`src/rtl/error_resilient_pkg.sv`:
```
// Shared FSM encoding and default parameter constants for the
// timing-error recovery controller and its rate monitor.
package error_resilient_pkg;

    typedef enum logic [1:0] {
        ST_RUN    = 2'd0,
        ST_STALL  = 2'd1,
        ST_REPLAY = 2'd2
    } state_e;

    localparam int DEF_DATA_WIDTH   = 3;
    localparam int DEF_STALL_CYCLES = 2;
    localparam int DEF_WINDOW       = 64;
    localparam int DEF_ERR_THRESH   = 4;
    localparam int DEF_CNT_WIDTH    = 8;

    // Wide enough for the largest legal stall length (15).
    localparam int STALL_CNT_W = 4;

endpackage

```
`src/rtl/error_rate_monitor.sv`:
```
// Error-rate observation window: counts accepted errors per window and
// issues one-cycle slow/fast clock-scaling requests at each window wrap.
module error_rate_monitor
    import error_resilient_pkg::*;
#(
    parameter int WINDOW     = DEF_WINDOW,
    parameter int ERR_THRESH = DEF_ERR_THRESH
) (
    input  logic clk,
    input  logic rst,
    input  logic err_accept,
    output logic slow_req,
    output logic fast_req
);

    localparam int WIN_W = (WINDOW > 1) ? $clog2(WINDOW) : 1;
    localparam int EW    = $clog2(ERR_THRESH + 1);

    logic [WIN_W-1:0] win_cnt_q, win_cnt_d;
    logic [EW-1:0]    win_err_q, win_err_d;
    logic             slow_q, slow_d;
    logic             fast_q, fast_d;

    function automatic logic [EW-1:0] sat_inc_thresh(input logic [EW-1:0] v);
        return (v >= EW'(ERR_THRESH)) ? v : v + EW'(1);
    endfunction

    always_comb begin
        win_cnt_d = win_cnt_q + WIN_W'(1);
        win_err_d = err_accept ? sat_inc_thresh(win_err_q) : win_err_q;
        slow_d    = 1'b0;
        fast_d    = 1'b0;
        // The decision includes an error accepted in the wrap cycle itself.
        if (win_cnt_q == WIN_W'(WINDOW - 1)) begin
            win_cnt_d = '0;
            slow_d    = (win_err_d >= EW'(ERR_THRESH));
            fast_d    = (win_err_d == '0);
            win_err_d = '0;
        end
    end

    always_ff @(posedge clk) begin
        if (rst) begin
            win_cnt_q <= '0;
            win_err_q <= '0;
            slow_q    <= 1'b0;
            fast_q    <= 1'b0;
        end else begin
            win_cnt_q <= win_cnt_d;
            win_err_q <= win_err_d;
            slow_q    <= slow_d;
            fast_q    <= fast_d;
        end
    end

    assign slow_req = slow_q;
    assign fast_req = fast_q;

endmodule

```
`src/rtl/error_recovery_ctrl.sv`:
```
// Razor-style recovery controller: on a timing error it commits the shadow
// value, stalls upstream for STALL_CYCLES, replays once, then resumes.
module error_recovery_ctrl
    import error_resilient_pkg::*;
#(
    parameter int DATA_WIDTH   = DEF_DATA_WIDTH,
    parameter int STALL_CYCLES = DEF_STALL_CYCLES,
    parameter int WINDOW       = DEF_WINDOW,
    parameter int ERR_THRESH   = DEF_ERR_THRESH,
    parameter int CNT_WIDTH    = DEF_CNT_WIDTH
) (
    input  logic                  clk,
    input  logic                  rst,
    input  logic [DATA_WIDTH-1:0] d_main,
    input  logic [DATA_WIDTH-1:0] d_shadow,
    input  logic                  error,
    input  logic                  clr_count,
    output logic [DATA_WIDTH-1:0] q,
    output logic                  q_valid,
    output logic                  stall,
    output logic                  replay,
    output logic [CNT_WIDTH-1:0]  err_count,
    output logic                  slow_req,
    output logic                  fast_req
);

    state_e                  state_q, state_d;
    logic [STALL_CNT_W-1:0]  stall_cnt_q, stall_cnt_d;
    logic [DATA_WIDTH-1:0]   q_q, q_d;
    logic                    q_valid_q, q_valid_d;
    logic                    stall_q, stall_d;
    logic                    replay_q, replay_d;
    logic [CNT_WIDTH-1:0]    err_count_q, err_count_d;
    logic                    err_accept;

    function automatic logic [CNT_WIDTH-1:0] sat_inc(input logic [CNT_WIDTH-1:0] v);
        return (&v) ? v : v + CNT_WIDTH'(1);
    endfunction

    always_comb begin
        state_d     = state_q;
        stall_cnt_d = stall_cnt_q;
        q_d         = q_q;
        q_valid_d   = q_valid_q;
        stall_d     = stall_q;
        replay_d    = replay_q;
        err_accept  = 1'b0;

        case (state_q)
            ST_RUN: begin
                replay_d = 1'b0;
                if (error) begin
                    err_accept  = 1'b1;
                    q_d         = d_shadow;
                    q_valid_d   = 1'b0;
                    stall_d     = 1'b1;
                    stall_cnt_d = STALL_CNT_W'(STALL_CYCLES);
                    state_d     = ST_STALL;
                end else begin
                    q_d       = d_main;
                    q_valid_d = 1'b1;
                    stall_d   = 1'b0;
                end
            end
            // q keeps the captured shadow value through STALL into REPLAY.
            ST_STALL: begin
                if (stall_cnt_q <= STALL_CNT_W'(1)) begin
                    q_valid_d = 1'b1;
                    stall_d   = 1'b0;
                    replay_d  = 1'b1;
                    state_d   = ST_REPLAY;
                end else begin
                    stall_cnt_d = stall_cnt_q - STALL_CNT_W'(1);
                    q_valid_d   = 1'b0;
                    stall_d     = 1'b1;
                end
            end
            ST_REPLAY: begin
                q_d       = d_main;
                q_valid_d = 1'b1;
                stall_d   = 1'b0;
                replay_d  = 1'b0;
                state_d   = ST_RUN;
            end
            default: begin
                state_d = ST_RUN;
            end
        endcase

        if (clr_count) begin
            err_count_d = '0;
        end else if (err_accept) begin
            err_count_d = sat_inc(err_count_q);
        end else begin
            err_count_d = err_count_q;
        end
    end

    always_ff @(posedge clk) begin
        if (rst) begin
            state_q     <= ST_RUN;
            stall_cnt_q <= '0;
            q_q         <= '0;
            q_valid_q   <= 1'b0;
            stall_q     <= 1'b0;
            replay_q    <= 1'b0;
            err_count_q <= '0;
        end else begin
            state_q     <= state_d;
            stall_cnt_q <= stall_cnt_d;
            q_q         <= q_d;
            q_valid_q   <= q_valid_d;
            stall_q     <= stall_d;
            replay_q    <= replay_d;
            err_count_q <= err_count_d;
        end
    end

    error_rate_monitor #(
        .WINDOW     (WINDOW),
        .ERR_THRESH (ERR_THRESH)
    ) u_rate_mon (
        .clk        (clk),
        .rst        (rst),
        .err_accept (err_accept),
        .slow_req   (slow_req),
        .fast_req   (fast_req)
    );

    assign q         = q_q;
    assign q_valid   = q_valid_q;
    assign stall     = stall_q;
    assign replay    = replay_q;
    assign err_count = err_count_q;

endmodule

```
`config.mk`:
```
export PLATFORM = sky130hd
export DESIGN_NAME = error_recovery_ctrl
export DESIGN_NICKNAME = d
export VERILOG_FILES = /design/src/rtl/error_resilient_pkg.sv /design/src/rtl/error_rate_monitor.sv /design/src/rtl/error_recovery_ctrl.sv
export SDC_FILE = /design/constraint.sdc
export NUM_CORES = 1
export LEC_CHECK = 0
export BUFFER_PORTS_ARGS = -buffer_cell sky130_fd_sc_hd__buf_4
export CAP_MARGIN = 0
export CORE_UTILIZATION = 50
export CTS_BUF_LIST = sky130_fd_sc_hd__clkbuf_4
export DETAILED_ROUTE_END_ITERATION = 7
export PLACE_DENSITY_LB_ADDON = 0.2
export SLEW_MARGIN = 25
export SYNTH_ARGS = -nofsm -noshare
export SYNTH_HDL_FRONTEND = slang
export SYNTH_SLANG_ARGS = --single-unit
```
`constraint.sdc`:
```
create_clock -name clk -period 2.6 [get_ports clk]
set_clock_uncertainty 0.1 [all_clocks]
set_input_delay 0.13 -clock clk [delete_from_list [all_inputs] [get_ports clk]]
set_output_delay 0.13 -clock clk [all_outputs]
set_load 0.03 [all_outputs]
```
# ---- Word-level counts from Yosys, hierarchy flattened
# Cells that the tools add are included.
dict set report totals {
  regBits 31
  input_bits 10
  output_inout_bits 16
  elab_cells 60
}
dict set report op_classes {
  add_sub_neg 4
  order_cmp 3
  n_eq_ne 6
  mux 19
  bitwise_logic 2
  reduce_logical 15
}
# operator count
set ops {}
lappend ops {{$mux W3} 3}
lappend ops {{$add A8 B1 Y8 const B} 1}
lappend ops {{$mux W4} 2}
lappend ops {{$pmux W4 S2} 1}
lappend ops {{$reduce_and A8 Y1} 1}
lappend ops {{$reduce_or A2 Y1} 4}
lappend ops {{$add A6 B1 Y6 const B} 1}
lappend ops {{$eq A6 B6 Y1 const B} 1}
lappend ops {{$ge A3 B3 Y1 const B} 2}
lappend ops {{$mux W1} 6}
lappend ops {{$ne A2 B2 Y1 const B} 3}
lappend ops {{$pmux W1 S3} 2}
lappend ops {{$pmux W3 S2} 1}
lappend ops {{$reduce_and A2 Y1} 3}
lappend ops {{$reduce_bool A2 Y1} 3}
lappend ops {{$le A4 B1 Y1 const B} 1}
lappend ops {{$mux W2} 2}
lappend ops {{$pmux W2 S2} 1}
lappend ops {{$sub A4 B1 Y4 const B} 1}
lappend ops {{$add A3 B1 Y3 const B} 1}
lappend ops {{$logic_not A3 Y1} 1}
lappend ops {{$reduce_and A3 Y1} 1}
lappend ops {{$reduce_bool A3 Y1} 1}
lappend ops {{$eq A2 B1 Y1 const B} 1}
lappend ops {{4 further kinds} 5}

# ---- Depth between registers and ports, before layout
dict set report depth {
  ltp_word 4
  ltp_mapped 7
  mapped_depth_nobuf 6
}

# ---- Cells and area by module
# Synthesis repeated with hierarchy kept, for this count alone.
dict set report unflattened {
  cells_unflattened 173
  area_unflattened_um2 1530.2
}
# mod instances cells_each area_per_inst_um2 seq_area_each_um2
set by_module_without_submodules {}
lappend by_module_without_submodules {error_recovery_ctrl 1 127 1091.0 400.4}
lappend by_module_without_submodules {error_rate_monitor 1 46 439.2 220.2}

# ---- Least setup slack after synthesis
# Ideal clock, no wire load.
dict set report synth_timing {
  path_type {register -> register}
  start {register state_q[0]}
  end {register stall_cnt_q[3]}
  setup_ns 0.070
  arrival_time_ns 1.692
  required_time_ns 2.430
  path_slack_ns 0.738
  stages_incl_launch_ff 8
  n_path_buf 1
  period_less_slack_ns 1.862
  path_cell_list {dfxtp_1 inv_1 ha_1 buf_6 mux2i_1 or4_1 or3_1 a21oi_1}
}
dict set report synth_between {
  elab_chain_len 3
  word_cells_on_any_way 7
  cone_classes {eq/ne: 3; mux: 1; reduce/logical: 3}
}
# element line
set synth_rtl {}
lappend synth_rtl {{start, declared} error_recovery_ctrl.sv:27} ;# state_e state_q, state_d;
lappend synth_rtl {{start signal, assigned} error_recovery_ctrl.sv:109} ;# state_q <= state_d;
lappend synth_rtl {{$eq A2 B1 Y1 or $logic_not A2 Y1 (tied branches)} error_recovery_ctrl.sv:49} ;# case (state_q)
lappend synth_rtl {{$ne A2 B2 Y1 (no line) or $reduce_bool A2 Y1 (tied branches)} --}
lappend synth_rtl {{$reduce_and A3 Y1 (no line)} --}
lappend synth_rtl {{end signal, assigned} error_recovery_ctrl.sv:110} ;# stall_cnt_q <= stall_cnt_d;
lappend synth_rtl {{end, declared} error_recovery_ctrl.sv:28} ;# logic [STALL_CNT_W-1:0] stall_cnt_q, stall_cnt_d;
# Several ways; a longest one is shown, not always the timed one.
# A chain may end at the register's enable or synchronous reset.

# ---- Final worst setup path
# Ends and elaborated chain as after synthesis.

==> impl_results.md <==
* Max incr delay on CP at between 400 and 500 ps
* Critical Path Start Type: flop
* PostCTS Resize Cnt at 0
* Max-cap violations at 0
* Setup_tns at 0 ps
* Max IR drop VDD at about 0.00063 V
* N_diodes at 0
* Clock root cell: clkbuf_4
* Library cells used by synthesis at 35
* RSZ-0062 raised after global routing: false
* Worst setup margin at ~570 ps
* Chip Height at 56.7 um
* Worst slew pin tran at 485 ps
* Power density cells at 953 mW/mm2
* Met2 GRT Util at 36.4%
* CP bufs+invs at 1
* Required time of the worst setup path at roughly 2800 ps
* Antenna Nets Post-Route at 0
* CTS tree: done
* Synth cell count leaders: dfxtp_1, nor2_1, ha_1, inv_1, a21oi_1
* Design Area, Final at roughly 0.0018 mm2
* Fmax at between 400 and 500 MHz
* Top-count cell post-synth: dfxtp_1
* Placement Cell Area at around 0.0017 mm2
* Worst-path clk slew at approximately 100 ps
* Final setup viols at 0
* Layout cells sized above 1 at around 18%
* Crit. End Element: flop
* Drt wl/cell at 12.4 um
* GR Layer Usage met1 at approximately a quarter
* Min Tclk post-route at between 2000 and 2500 ps
* CTS Buf Count at 5
* Critical path class: reg -> reg
* Critical Path Slowest Stage Cell: or4_1
* Sequential cell area fraction in the yosys report at 41.5%
* Die footprint at around 0.0032 mm2
* All-layer global routing usage at between 20% and 30%
* Max_slew headroom at between 60% and 70%
* Ys async rst share at 0%
* I/O pin cnt at 26
* Initial DRC count at 44
* CTS Sinks at 31
* Total setup buffers inserted after CTS at 0
* Mapped cell area at 0.00150 mm2
* Area growth, synth to finish at 19.9%
* Routability cong. at roughly 0.8
* Avg Cell Area, Syn at around 8.6 um2
* Worst hold-check path type: in -> reg
* Post-synth EDFFs at 0
* Vias in the first global route at approximately 1300
* 1st-pass router iterations at 6
* Cells after Synth at 173
* Met3 Use GR at 6.45%
* Max FO, Critical Path at 9
* Yosys top cell area share at 41.5%
* Post-Route WL at slightly below 3 mm
* GRT Residual Overflow at 0
* Core Region at roughly 0.0028 mm2
* Outcome: complete, but fails checks
* Pin count of the biggest net entering global routing at 18
* Predominant post-synthesis flop cell: dfxtp_1
* Critical path's top delay family: simple AND/OR/NAND/NOR gates
* Die W at approximately 57 um
* Fin. Hold Viols at 0
* Yosys top cell by area: dfxtp_1
* GR peak layer: met2
* Initial Utilization at between 50% and 60%
* Worst skew pair latency at roughly 330 ps
* CTS H-Tree Depth at 2
* Nets at 224
* Row cnt at 19
* Vias at around 1300
* Number of synthesis warnings at 0
* # port buffers at 25
* Worst-path cell chain: inv_1 > ha_1 > mux2i_1 > or4_1 > or3_1 > a21oi_1
* Pre-CTS setup slack at between 600 and 700 ps
* Leak Pwr at 0.749 nW
* Crit path arrival time at about 2200 ps
* Global-route wire length before repair at roughly 5.2 mm
* Initial antenna violation count at 0
* DRC violations left at 2
* Fin crit share at 78.0%
* Final core occ at 63.9%
* Synth Register Bits at 31
* Maximum root-to-sink buffer count at 2
* Syn_nets at slightly below 200
* Failing checks: DRC
* Slew Viols, Final at 0
* Vias per cell at 5.46
* Synth area leaders: dfxtp_1, ha_1, nor2_1
* Post-DP HPWL at roughly 2.1 mm
==> layout by cell type, fill, tap and decap left out, types with 2 or more instances in the layout <==
| master | count |
|---|---|
| a211oi_1 | 5 |
| a21oi_1 | 10 |
| a311oi_1 | 2 |
| and2_1 | 2 |
| buf_4 | 26 |
| clkbuf_4 | 5 |
| dfxtp_1 | 31 |
| ha_1 | 11 |
| inv_1 | 11 |
| mux2i_1 | 6 |
| nand2_1 | 8 |
| nand3_1 | 6 |
| nand4_1 | 4 |
| nor2_1 | 30 |
| nor2b_1 | 2 |
| nor3_1 | 9 |
| nor4_1 | 2 |
| o21ai_0 | 5 |
| o21bai_1 | 2 |
| or2_2 | 2 |
| or3_1 | 2 |
| xnor2_1 | 3 |
| xor2_1 | 4 |
==> power breakdown <==
| part | internal [mW] | switching [mW] | total (mW) | leakage, nW |
|---|---|---|---|---|
| clock network | 0.198 | 0.170 | 0.368 | 0.0426 |
| registers | 0.567 | 0.0770 | 0.644 | 0.253 |
| logic | 0.283 | 0.413 | 0.696 | 0.453 |
| total | 1.05 | 0.661 | 1.71 | 0.749 |
==> worst min-delay path: stages <==
cell and delay, ps:
buf_4 100, mux2i_1 110, a211oi_1 80
==> metrics by stage <==
stage / power [mW] / std cells / hold slack (ps)
floorplan: 1.17 / 173 / 109
global placement: 1.31 / 226 / 333
detailed placement: 1.34 / 226 / 338
CTS: 1.71 / 235 / 29.6
global route: 1.84 / 235 / 61.2
finish: 1.71 / 235 / 36.9
==> layer usage <==
metal	vias to the layer above	part of all wire, %
met5	-	0
met4	0	1.4
met3	5	4.6
met2	31	50
met1	582	44
li1	664	-
==> registers in the layout, summed over array words and instances, names as in the netlist, 2 cells and up <==
| signal | count |
|---|---|
| u_rate_mon.win_err_q | 3 |
| q | 3 |
| u_rate_mon.win_cnt_q | 6 |
| state_q | 2 |
| stall_cnt_q | 4 |
| err_count | 8 |
==> logic make-up (layout without fill, tap and decap cells) <==
logic type | count (synthesis) | in the layout | share of synthesized area [%]
compound gates | 32 | 32 | 14.2
flops | 31 | 31 | 41.5
buf+inv | 15 | 46 | 4.27
mux | 6 | 6 | 4.02
simple gates | 71 | 71 | 22.7
fa+ha+maj | 11 | 11 | 9.20
xor+xnor | 7 | 7 | 4.10
==> path summary, 6_finish.rpt <==
kind | startpoint | end | slack, ps | cells past startpoint
worst min-delay path | d_main[1] | q[1] | 40 | 3
worst max register to register | state_q[0] | stall_cnt_q[3] | 570 | 6
worst max-delay path | state_q[0] | stall_cnt_q[3] | 570 | 6
worst min register to register | u_rate_mon.win_cnt_q[0] | u_rate_mon.win_cnt_q[0] | 360 | 1
==> cell type report <==
type	instances	area (um2)
fillers	248	1010
repair buffers	27	205
clock buffers	5	37.5
clock inverters	3	38.8
well taps	31	38.8
multi-input cells	127	811
flip-flops and latches	31	621
inverters	11	41.3
==> repair_timing <==
action / CTS / global route
setup endpoints to repair: 0 / 0
endpoints found under the hold margin: 7 / 0
hold buffers: 1 / 0
Note: power is estimated with default switching activity, not from simulation.
